File: src/rtl/m6800_pkg.sv
// Shared types and default timing constants for the 6800-style bus cycle sequencer.
package m6800_pkg;

  localparam int unsigned E_PERIOD  = 10;
  localparam int unsigned E_HIGH    = 4;
  localparam int unsigned VMA_PHASE = 2;

  function automatic int unsigned ecnt_width(input int unsigned period);
    return (period < 2) ? 1 : $clog2(period);
  endfunction

  localparam int unsigned ECNT_W = ecnt_width(E_PERIOD);

  typedef enum logic [2:0] {
    IDLE,
    WAIT_E,
    VMA,
    DONE,
    HOLD
  } state_t;

endpackage

File: src/rtl/m6800_eclk.sv
// Free-running E clock: phase counter ecnt and registered e, aligned so that
// e is high exactly while ecnt >= E_PERIOD-E_HIGH.
module m6800_eclk #(
  parameter int unsigned E_PERIOD = m6800_pkg::E_PERIOD,
  parameter int unsigned E_HIGH   = m6800_pkg::E_HIGH,
  localparam int unsigned CW      = m6800_pkg::ecnt_width(E_PERIOD)
) (
  input  logic          clk,
  input  logic          reset_n,
  output logic [CW-1:0] ecnt,
  output logic          e
);

  logic [CW-1:0] ecnt_nxt;

  always_comb begin
    ecnt_nxt = ecnt + CW'(1);
    if (ecnt == CW'(E_PERIOD - 1)) begin
      ecnt_nxt = '0;
    end
  end

  // e is derived from the next count so it switches on the same edge as ecnt
  always_ff @(posedge clk or negedge reset_n) begin
    if (!reset_n) begin
      ecnt <= '0;
      e    <= 1'b0;
    end else begin
      ecnt <= ecnt_nxt;
      e    <= (ecnt_nxt >= CW'(E_PERIOD - E_HIGH));
    end
  end

endmodule

File: src/rtl/m6800_cycle_seq.sv
// CPU-side 6800 peripheral cycle sequencer: answers VPA with a VMA window aligned
// to E and terminates the strobe with cycle_done (plus autovec on IACK cycles).
module m6800_cycle_seq #(
  parameter int unsigned E_PERIOD  = m6800_pkg::E_PERIOD,
  parameter int unsigned E_HIGH    = m6800_pkg::E_HIGH,
  parameter int unsigned VMA_PHASE = m6800_pkg::VMA_PHASE
) (
  input  logic clk,
  input  logic reset_n,
  input  logic as_n,
  input  logic iack,
  input  logic vpa_n,
  output logic e,
  output logic vma_n,
  output logic cycle_done,
  output logic autovec
);

  import m6800_pkg::*;

  localparam int unsigned CW = ecnt_width(E_PERIOD);

  logic [CW-1:0] ecnt;
  logic          vpa_q;
  state_t        state;

  m6800_eclk #(
    .E_PERIOD (E_PERIOD),
    .E_HIGH   (E_HIGH)
  ) u_eclk (
    .clk     (clk),
    .reset_n (reset_n),
    .ecnt    (ecnt),
    .e       (e)
  );

  always_ff @(posedge clk or negedge reset_n) begin
    if (!reset_n) begin
      state      <= IDLE;
      vpa_q      <= 1'b1;
      vma_n      <= 1'b1;
      cycle_done <= 1'b0;
      autovec    <= 1'b0;
    end else begin
      vpa_q      <= vpa_n;
      cycle_done <= 1'b0;
      autovec    <= 1'b0;
      unique case (state)
        IDLE: begin
          vma_n <= 1'b1;
          if (!as_n && !vpa_q) begin
            state <= WAIT_E;
          end
        end
        WAIT_E: begin
          if (as_n) begin
            state <= IDLE;
          end else if (ecnt == CW'(VMA_PHASE)) begin
            state <= VMA;
            vma_n <= 1'b0;
          end
        end
        // abort is tested first so a strobe released at E fall never pulses
        VMA: begin
          if (as_n) begin
            state <= IDLE;
            vma_n <= 1'b1;
          end else if (ecnt == CW'(E_PERIOD - 1)) begin
            state      <= DONE;
            vma_n      <= 1'b1;
            cycle_done <= 1'b1;
            autovec    <= iack;
          end
        end
        DONE: begin
          state <= HOLD;
        end
        HOLD: begin
          if (as_n) begin
            state <= IDLE;
          end
        end
        default: begin
          state <= IDLE;
          vma_n <= 1'b1;
        end
      endcase
    end
  end

endmodule

File: config.mk
export PLATFORM = sky130hd
export DESIGN_NAME = m6800_cycle_seq
export DESIGN_NICKNAME = d
export VERILOG_FILES = /design/src/rtl/m6800_pkg.sv /design/src/rtl/m6800_eclk.sv /design/src/rtl/m6800_cycle_seq.sv
export SDC_FILE = /design/constraint.sdc
export NUM_CORES = 1
export LEC_CHECK = 0
export CAP_MARGIN = 20
export CORE_AREA = 4 4 41 43
export CTS_BUF_LIST = sky130_fd_sc_hd__clkbuf_16
export DETAILED_ROUTE_END_ITERATION = 6
export DIE_AREA = 0 0 45 47
export GPL_TIMING_DRIVEN = 0
export PLACE_DENSITY = 0.68
export SETUP_SLACK_MARGIN = 0.1
export SYNTH_ARGS = -nofsm -noshare
export SYNTH_HDL_FRONTEND = slang
export SYNTH_SLANG_ARGS = --single-unit
File: constraint.sdc
create_clock -name clk -period 1.1 [get_ports clk]
set_input_delay 0.165 -clock clk [delete_from_list [all_inputs] [get_ports clk]]
set_output_delay 0.165 -clock clk [all_outputs]
set_load 0.01 [all_outputs]
# --- Word level (Yosys, flattened, before mapping) ---
# Index checks and enable logic that the tools add are counted.
totals:
  ff_bits: 12
  inputBits: 5
  word_cells: 48
op_classes:
  addsub: 1
  n_lt_le_gt_ge: 1
  n_eq_ne: 12
  mux: 19
  bitwise: 1
  reduce_logical: 7
ops:
  columns: ["op", "n"]
  rows:
  - ["3-bit two-way mux", 6]
  - ["3-bit one-hot mux with 5 select lines", 1]
  - ["1-bit two-way mux", 10]
  - ["2-bit inequality test (second input constant)", 4]
  - ["4-bit AND reduction", 2]
  - ["3-bit by 2-bit == test with 1-bit output (second input constant)", 2]
  - ["3-bit inequality test (second input constant)", 2]
  - ["4-bit by 1-bit adder with 4-bit output (second input constant)", 1]
  - ["4-bit by 2-bit == test with 1-bit output (second input constant)", 1]
  - ["4-bit == test (second input constant)", 1]
  - ["4-bit by 3-bit >= comparator with 1-bit output (second input constant)", 1]
  - ["4-bit two-way mux", 1]
  - ["3-bit by 1-bit == test with 1-bit output (second input constant)", 1]
  - ["3-bit == test (second input constant)", 1]
  - ["3-bit logical NOT", 1]
  - ["1-bit one-hot mux with 3 select lines", 1]
  - ["1-bit logical NOT", 2]
  - ["2-bit OR reduction", 1]
  - ["1-bit logical AND", 1]
  - ["1-bit inverter", 1]

# --- Longest topological paths before layout ---
depth:
  word_depth: 4
  ltp_mapped: 4
  mapped_depth_nobuf: 3

# --- Hierarchy ---
# Synthesis repeated with hierarchy kept, for this count alone.
hier_totals:
  hier_cells: 48
  hier_area_um2: 575.6
modules_own_cells:
  columns: ["module", "instances", "cells_each", "area_each_um2", "seq_area_each_um2"]
  rows:
  - ["m6800_cycle_seq", 1, 28, 347.8, 177.7]
  - ["m6800_eclk", 1, 20, 227.7, 125.1]

# --- Worst setup path before layout ---
# No wires, ideal clock.
synth_path:
  path_type: "reg-to-reg"
  from: "register u_eclk.ecnt[0]"
  to: "register state[0]"
  setup_ns: 0.119
  arrival_time_ns: 1.021
  path_slack_ns: -0.040
  stages_incl_launch_ff: 4
  cell_sequence: "dfrtp_1 > nor4b_2 > a211oi_1 > o21a_1"
synth_via:
  elab_chain_len: 3
synth_lines:
  columns: ["element", "line_no", "text"]
  rows:
  - ["from (decl)", "m6800_eclk.sv:10", "output logic [CW-1:0] ecnt,"]
  - ["from (signal assigned)", "m6800_eclk.sv:29", "ecnt <= ecnt_nxt;"]
  - ["4-bit by 2-bit == test with 1-bit output / 4-bit == test (equally long branches)", "m6800_cycle_seq.sv:58, m6800_cycle_seq.sv:68", null]
  - ["3-bit inequality test (no source line)", null, null]
  - ["4-bit AND reduction (no source line) *", null, null]
  - ["to (signal assigned)", "m6800_cycle_seq.sv:57", "state <= IDLE;"]
  - ["to (signal assigned)", "m6800_cycle_seq.sv:59", "state <= VMA;"]
  - ["to (signal assigned)", "m6800_cycle_seq.sv:66", "state <= IDLE;"]
  - ["to (decl)", "m6800_cycle_seq.sv:25", "state_t state;"]
# Every way passes the cells marked *; elsewhere a longest branch is shown, timed or not.
# A chain may end at the register's enable or synchronous reset.

# --- Worst setup path in the final report ---
layout_path:
  from: "register u_eclk.ecnt[1]"
  to: "register autovec"
layout_via:
  elab_chain_len: 4
layout_lines:
  columns: ["element", "line_no", "text"]
  rows:
  - ["4-bit == test", "m6800_cycle_seq.sv:68", "end else if (ecnt == CW'(E_PERIOD - 1)) begin"]
  - ["1-bit two-way mux", "m6800_cycle_seq.sv:68", null]
  - ["1-bit two-way mux", "m6800_cycle_seq.sv:65", "if (as_n) begin"]
  - ["1-bit two-way mux", "m6800_cycle_seq.sv:48", "unique case (state)"]
  - ["to (signal assigned)", "m6800_cycle_seq.sv:72", "autovec <= iack;"]
  - ["to (decl)", "m6800_cycle_seq.sv:16", "output logic autovec"]
# No other way between the ends.

==> flow_summary.ini <==
[global_route]
grt_max_degree = 13
grt.total_usage_pct = 12.2
grt_pass1_vias = 381
grt_overflow = 0
grt_antenna_before_repair = 0
grt_first_pass_wirelength_um = 1650

[sta]
skew_ns = 0.00707
max_slew_margin_pct = 65.7
setup_viol = 5
worst_pin_slew_ns = 0.513
grt_setup_unrepaired = true
hold_viol_final = 0
min_period_ns = 1.18
fmax_mhz = 849
worst_slack_ns = -0.0782
maxSlewViolCount = 0
post-route-period-util_pct = 107

[routing]
wl_per_cell_um = 13.0
drt-initial-drc-count = 7
via_per_inst = 5.03
drc = 0
num_vias = 402
drt_pass1_iterations = 4
wl_um = 1040
ant_nets = 0

[synth]
synth_area_um2 = 564
syn_inst = 49
synth_nets = 54
ys_ff_latch = 12
synth_warnings = 0
synth.distinct_cells = 26
ys_seq_area_share_pct = 53.7
syn-mean-instance-area_um2 = 11.5

[setup_path]
arrival_ns = 1.36
end_kind = flip-flop
crit_path_start = u_eclk.ecnt[1]
reg2reg_from = u_eclk.ecnt[1]
crit_type = reg2reg
startpoint_type = flip-flop
path_max_fanout = 7
required_ns = 1.28

[die]
die_y_um = 47
fp.coreArea_um2 = 1300
dieWidth_um = 45
die-area_um2 = 2120
initial_core_util_pct = 43.4
io-pin-count = 9
std_cell_rows = 13

[clock_network]
cts_tree = yes
cts_sinks = 12
path_clk_slew_ns = 0.05
hold_buffers = 0
cts_buffer_depth = 2
clock_latency_ns = 0.24
htreeDepth = 1
cts-root-buf = clkbuf_16
cts_buffers = 3

[finish]
area_delta_synth_final_pct = 38.8
drive_gt1_share_pct = 32.3
layout_commonest_cell = dfrtp_1
final_util_pct = 60.2
fin_nets = 71
layout_common_cells = dfrtp_1 (6), nand2b_1 (5)
antennaDiodeCount = 0

[placement]
place_congestion = 0.671
post-place-ws_ns = -0.262
port_buffers = 8

[outcome]
violations = setup timing
outcome = finished with violations

[job]
drv.max_cap_violation_count = 0

[power]
power_leakage_nw = 0.344
power-per-cell-area_nw_per_um2 = 1480
vdd_drop_max_uv = 1060

[hold_path]
worst_hold_path_type = in2async
## worst max-delay path: stages, from the launching register on
cell and delay [ns]:
dfrtp_2 0.43, and4bb_1 0.31, nor3b_4 0.21, and3_1 0.17
## what timing repair did
| item | 4_1_cts | 5_1_grt |
|---|---|---|
| resized for setup | 13 | 7 |
| endpoints found under the setup margin | 12 | 12 |
| pin swaps | 2 | 3 |
| endpoints found under the hold margin | 0 | 0 |
| setup buffers | 1 | 3 |
## final timing paths
| kind | to | slack, ns | cells past startpoint |
|---|---|---|---|
| max | autovec | -0.08 | 3 |
| min | autovec | 0.27 | 1 |
| max reg2reg | autovec | -0.08 | 3 |
| min reg2reg | vma_n | 0.50 | 2 |
| max in group asynchronous | u_eclk.ecnt[0] | 0.45 | 1 |
| min in group clk | vpa_q | 0.34 | 1 |
## layer usage
layer / GRT usage, % / vias to the layer above / part of all wire (%)
li1: - / 205 / -
met1: 11.3 / 183 / 43
met2: 20.3 / 12 / 47
met3: 6.90 / 2 / 8.7
met4: 8.77 / 0 / 1.4
met5: 0 / - / 0
## cell families after synthesis
group / Yosys count / synth area share, %
AOI/OAI and AO/OA: 11 / 14.4
xor gates and xnor gates: 2 / 3.10
buffers and inverters: 5 / 4.66
DFF: 12 / 53.7
and+or+nand+nor: 19 / 24.2
## cells in the mapped netlist, drive strengths merged
cell type	n	area share (%)
a211oi	1	1.3
a21boi	2	2.7
a21o	1	1.3
a221o	1	1.8
and2	1	1.1
and3	1	1.1
and4bb	1	2.2
buf	1	2.0
dfrtp	10	44
dfstp	2	9.3
inv	4	2.7
nand2	2	1.3
nand2b	5	5.5
nand3	1	0.89
nor2	1	0.66
nor2b	2	2.2
nor3b	3	4.9
nor4b	2	4.2
o21a	1	1.3
o21ai	1	0.89
o21bai	1	1.3
o22ai	2	2.2
o2bb2ai	1	1.6
xnor2	2	3.1
## metrics by stage
stage / TNS (ns) / hold slack (ns) / area (µm²) / total power, mW / instances
final: -0.288 / 0.269 / 783 / 1.16 / 80
after global routing: -0.652 / 0.311 / 783 / 1.21 / 80
after CTS: -0.352 / 0.296 / 758 / 1.18 / 77
after detailed placement: -0.745 / 0.497 / 668 / 0.509 / 72
after global placement: -0.786 / 0.494 / 668 / 0.509 / 72
after floorplan: -0.00668 / -0.131 / 569 / 0.482 / 49
## where the power goes
group | leakage (nW) | internal, mW | switching, mW
logic | 0.165 | 0.0270 | 0.0257
clock network | 0.0385 | 0.478 | 0.180
registers | 0.141 | 0.449 | 0.00185
total | 0.344 | 0.954 | 0.207
## final cells by class
cell class                 instances  area [µm²]
buffer                             1        11.3
clock buffer                       3        75.1
clock inverter                     1        3.75
fill                              98         518
inverter                           4        15.0
multi-input combinational         32         255
sequential                        12         308
tap                               15        18.8
timing repair buffer              12        96.3
## flip-flops by register name, indices dropped and copies added, names as in the netlist
signal       cells
vma_n            1
autovec          1
u_eclk.ecnt      4
cycle_done       1
u_eclk.e         1
vpa_q            1
state            3
Power figures use the tool's default switching activity.
